`src/rtl/pipe_stage_reg.sv`:
```
// Inter-stage pipeline register with stall/flush control, saturating Tnew
// decrement, a forwarding-ready flag and a saturating bubble counter.
module pipe_stage_reg #(
    parameter int DATA_W = 32,
    parameter int NUM_CH = 4,
    parameter int SEL_W  = 4,
    parameter int TNEW_W = 2,
    parameter int CNT_W  = 16
) (
    input  logic                     clk,
    input  logic                     reset,
    input  logic                     stall,
    input  logic                     flush,
    input  logic                     valid_in,
    input  logic                     regwrite_in,
    input  logic [SEL_W-1:0]         sel_in,
    input  logic [4:0]               dst_in,
    input  logic [TNEW_W-1:0]        tnew_in,
    input  logic [DATA_W-1:0]        instr_in,
    input  logic [NUM_CH*DATA_W-1:0] data_in,
    output logic                     valid_out,
    output logic                     regwrite_out,
    output logic [SEL_W-1:0]         sel_out,
    output logic [4:0]               dst_out,
    output logic [TNEW_W-1:0]        tnew_out,
    output logic [DATA_W-1:0]        instr_out,
    output logic [NUM_CH*DATA_W-1:0] data_out,
    output logic                     fwd_ok,
    output logic [CNT_W-1:0]         bubble_cnt
);

    localparam logic [CNT_W-1:0] CNT_MAX = {CNT_W{1'b1}};

    logic              valid_reg;
    logic              regwrite_reg;
    logic [SEL_W-1:0]  sel_reg;
    logic [4:0]        dst_reg;
    logic [TNEW_W-1:0] tnew_reg;
    logic [TNEW_W-1:0] tnew_next;
    logic [DATA_W-1:0] instr_reg;
    logic [CNT_W-1:0]  bubble_cnt_reg;
    logic              bubble_event;
    logic              data_load;

    // Tnew counts down by one per stage but never wraps below zero.
    assign tnew_next    = (tnew_in == '0) ? '0 : tnew_in - TNEW_W'(1);
    assign bubble_event = flush | (~stall & ~valid_in);
    assign data_load    = flush | ~stall;

    always_ff @(posedge clk) begin
        if (!reset) begin
            valid_reg    <= 1'b0;
            regwrite_reg <= 1'b0;
            sel_reg      <= '0;
            dst_reg      <= '0;
            tnew_reg     <= '0;
            instr_reg    <= '0;
        end else if (flush) begin
            valid_reg    <= 1'b0;
            regwrite_reg <= 1'b0;
            sel_reg      <= '0;
            dst_reg      <= '0;
            tnew_reg     <= '0;
            instr_reg    <= '0;
        end else if (!stall) begin
            valid_reg    <= valid_in;
            regwrite_reg <= regwrite_in & valid_in;
            sel_reg      <= sel_in;
            dst_reg      <= dst_in;
            tnew_reg     <= tnew_next;
            instr_reg    <= instr_in;
        end
    end

    always_ff @(posedge clk) begin
        if (!reset) begin
            bubble_cnt_reg <= '0;
        end else if (bubble_event && bubble_cnt_reg != CNT_MAX) begin
            bubble_cnt_reg <= bubble_cnt_reg + CNT_W'(1);
        end
    end

    // Data channels still load on a flush so the PC survives for debug.
    generate
        for (genvar gi = 0; gi < NUM_CH; gi++) begin : g_ch
            logic [DATA_W-1:0] ch_reg;

            always_ff @(posedge clk) begin
                if (!reset) begin
                    ch_reg <= '0;
                end else if (data_load) begin
                    ch_reg <= data_in[gi*DATA_W +: DATA_W];
                end
            end

            assign data_out[gi*DATA_W +: DATA_W] = ch_reg;
        end
    endgenerate

    assign valid_out    = valid_reg;
    assign regwrite_out = regwrite_reg;
    assign sel_out      = sel_reg;
    assign dst_out      = dst_reg;
    assign tnew_out     = tnew_reg;
    assign instr_out    = instr_reg;
    assign bubble_cnt   = bubble_cnt_reg;
    assign fwd_ok       = valid_reg & regwrite_reg & (dst_reg != 5'd0) & (tnew_reg == '0);

endmodule

```
`config.mk`:
```
export PLATFORM = sky130hd
export DESIGN_NAME = pipe_stage_reg
export DESIGN_NICKNAME = d
export VERILOG_FILES = /design/src/rtl/pipe_stage_reg.sv
export SDC_FILE = /design/constraint.sdc
export NUM_CORES = 1
export LEC_CHECK = 0
export CAP_MARGIN = 30
export CORE_MARGIN = 5
export CORE_UTILIZATION = 35
export CTS_CLUSTER_SIZE = 24
export DETAILED_ROUTE_END_ITERATION = 16
export GPL_ROUTABILITY_DRIVEN = 0
export PLACE_DENSITY = 0.83
export SLEW_MARGIN = 10
export SYNTH_ARGS = -nofsm -noshare
export SYNTH_HDL_FRONTEND = slang
export SYNTH_SLANG_ARGS = --single-unit
```
`constraint.sdc`:
```
create_clock -name clk -period 1.6 [get_ports clk]
set_input_delay 0.48 -clock clk [delete_from_list [all_inputs] [get_ports clk]]
set_output_delay 0.48 -clock clk [all_outputs]
set_load 0.01 [all_outputs]
```
==> impl_metrics.tcl <==
set metrics [dict create \
    min_path_type "reg -> reg" \
    dp_hpwl_mm 17.6 \
    cts_buffers 17 \
    grt-ovfl-total 0 \
    worst_path_dominant_cell_family "simple AND/OR/NAND/NOR gates" \
    coreArea_mm2 0.0193 \
    power.leakage_nw 5.33 \
    cts_tree "built" \
    stdcell_count 1477 \
    min_to "g_ch[1].ch_reg[14]" \
    grt_util_all_layers_pct 19.7 \
    setup_tns_ps -448 \
    r2r-start "bubble_cnt[1]" \
    post-route-min-period_ps 2050 \
    vias_per_cell 4.77 \
    maxSlewHeadroom_pct 66.2 \
    drive_above_1_share_pct 12.5 \
    place_inst 1444 \
    timing.hold.ws_ps 448 \
    fin_nets 1377 \
    vias 7049 \
    cp.arrival_ps 1570 \
    cp-start-kind "flop" \
    worst_path_max_delay_cell "or4_4" \
    grt_max_degree 53 \
    synth_area_mm2 0.00681 \
    reg2reg_slack_ps 40 \
    largest_reg_flops 128 \
    yosysWarnings 0 \
    initial_core_util_pct 35.2 \
    antenna_cells 0 \
    rows 51 \
    die-area_mm2 0.0224 \
    ir_worst_vdd_mv 0.674 \
    synth-seq-cells 189 \
    grt_pass1_vias 6958 \
    clk_pin_slew_ps 70 \
    violations "setup timing" \
    syn_avg_cell_area_um2 8.42 \
    min_from "g_ch[1].ch_reg[14]" \
    post-route-util_pct 60.1 \
    power_density_mw_per_mm2 915 \
    drt_iter0_markers 263 \
    crit_buf_inv 1 \
    min_path_cells 2 \
    fmax_ghz 0.488 \
    first_pass_iters 4 \
    path_cells "or4_4, nor2_4, nor4_1, buf_2" \
    rsz0062_at_grt "true" \
    ys_types 41 \
    critPathMaxFanout 2 \
    htree_levels 4 \
    hold_viol_final 0 \
    maxSlewViolCount 0 \
    worstSkewPairLatency_ps 410 \
    r2r-end "bubble_cnt[10]" \
    final_cell_mix "nand2_1 (269), clkdlybuf4s50_1 (173), dfxtp_1 (168)" \
    end_kind "output port" \
    ys_seq_area_share_pct 55.5 \
    final_common_cell "nand2_1" \
    p_total_w 0.0106 \
    clock-sinks 189 \
    pin_count 367 \
    post_drt_wl_per_cell_um 16.0 \
    syn2layout_area_growth_pct 70.5 \
    root_buffer "clkbuf_16" \
    ff2ff_path_depth 5 \
    die_y_um 150 \
    antenna_found_initial 0 \
    critPathRequiredTime_ps 1120 \
    drc 0 \
    portBuffers 366 \
    cap_violations 0 \
    cpPeakStageDelay_ps 550 \
    worst_pin_slew_ps 506 \
    detail-route-antenna-nets 0 \
    worst_slack_ps -448 \
    path_class "reg -> out" \
    clk_path_buf_depth 2 \
    finClkSkew_ps 9.23 \
    fin_crit_sh_pct 128 \
    grt_pass1_wl_mm 35.3 \
    totalWireLength_mm 23.6 \
    ctsHoldBuffers 0 \
    setup_viol 1 \
    dieWidth_um 150 \
    synth.net_count 987 \
    synth_cells 809 \
    outcome "complete, but fails checks" \
]
where the power goes:
group          switching, W  internal, W  total, W
combinational      0.000719     0.000899   0.00162
sequential         0.000121      0.00494   0.00507
clock               0.00191      0.00203   0.00395
total               0.00275      0.00788    0.0106
tightest hold or removal path: stages (launching register included):
cell and delay [ps]:
dfxtp_1 310, nand2_1 50, a21oi_1 50
stage by stage:
| stage | setup slack [ps] | cell area [um2] |
|---|---|---|
| 6_report | -448 | 11600 |
| 5_1_grt | -516 | 11600 |
| 4_1_cts | -499 | 11600 |
| 3_5_place_dp | -480 | 11200 |
| 3_3_place_gp | -456 | 11200 |
| 2_1_floorplan | -54.4 | 6830 |
how the worst max path moves through the flow:
stage	startpoint	end	slack, ps	cells past startpoint
3_5_place_dp	valid_in	bubble_cnt[10]	-480	5
3_3_place_gp	valid_in	bubble_cnt[10]	-460	5
4_1_cts	dst_out[2]	fwd_ok	-500	4
6_report	dst_out[3]	fwd_ok	-450	4
2_1_floorplan	stall	bubble_cnt[10]	-50	5
5_1_grt	dst_out[3]	fwd_ok	-520	4
metal layers:
metal | global-route usage [%] | vias to the layer above | routed length (um)
met2 | 34.8 | 311 | 11500
met4 | 6.22 | 0 | 531
li1 | - | 3448 | -
met1 | 21.3 | 3251 | 8990
met3 | 8.63 | 39 | 2520
met5 | 0 | - | 0
cell families (layout without fill, tap and decap cells):
group	Yosys count	in the layout	synth area share, %
buffers and inverters	59	462	3.45
multiplexers	45	45	6.61
flip-flops	189	189	55.5
AND/OR/NAND/NOR	355	355	21.7
adder cells (fa/ha/maj)	1	1	0.184
AO/OA/AOI/OAI	160	160	12.6
repair_timing:
action,4_1_cts,5_1_grt
pin swaps,3,11
gates resized for setup,247,51
hold endpoints to repair,0,0
setup endpoints to repair,195,43
setup buffers,0,1
cell type report:
cell class                 instances  area, um2
clock buffer                      19        433
clock inverter                    13        109
fill                            1713       7720
inverter                           4       17.5
multi-input combinational        561       2900
sequential                       189       3820
tap                              265        332
timing repair buffer             426       4000
cell usage after synthesis:
cell type	instances	area [um2]
a2111o_1	1	11.3
a211oi_1	4	30.0
a21oi_1	140	701
a22oi_1	1	7.51
a311oi_1	2	17.5
a31oi_1	1	6.26
and2_1	1	6.26
and3_1	2	12.5
and4_1	1	8.76
buf_1	2	7.51
buf_2	5	25.0
buf_6	1	11.3
clkbuf_1	47	176
dfxtp_1	189	3780
ha_1	1	12.5
inv_1	4	15.0
mux2i_1	45	450
nand2_1	269	1010
nand2b_1	6	37.5
nand3_1	4	20.0
nand4_1	3	18.8
nand4_2	1	12.5
nand4b_4	1	23.8
nor2_1	49	184
nor2_2	1	6.26
nor2b_1	2	12.5
nor3_1	2	10.0
nor3b_1	1	7.51
nor4_1	2	12.5
nor4_2	1	12.5
nor4_4	1	21.3
o211ai_1	1	7.51
o21ai_0	3	15.0
o21ba_1	1	10.0
o21bai_2	1	11.3
o31ai_1	4	30.0
o41ai_1	1	8.76
or2_2	1	6.26
or3_1	2	12.5
or3_4	1	11.3
or4_1	4	30.0
Note: power is estimated with default switching activity, not from simulation.
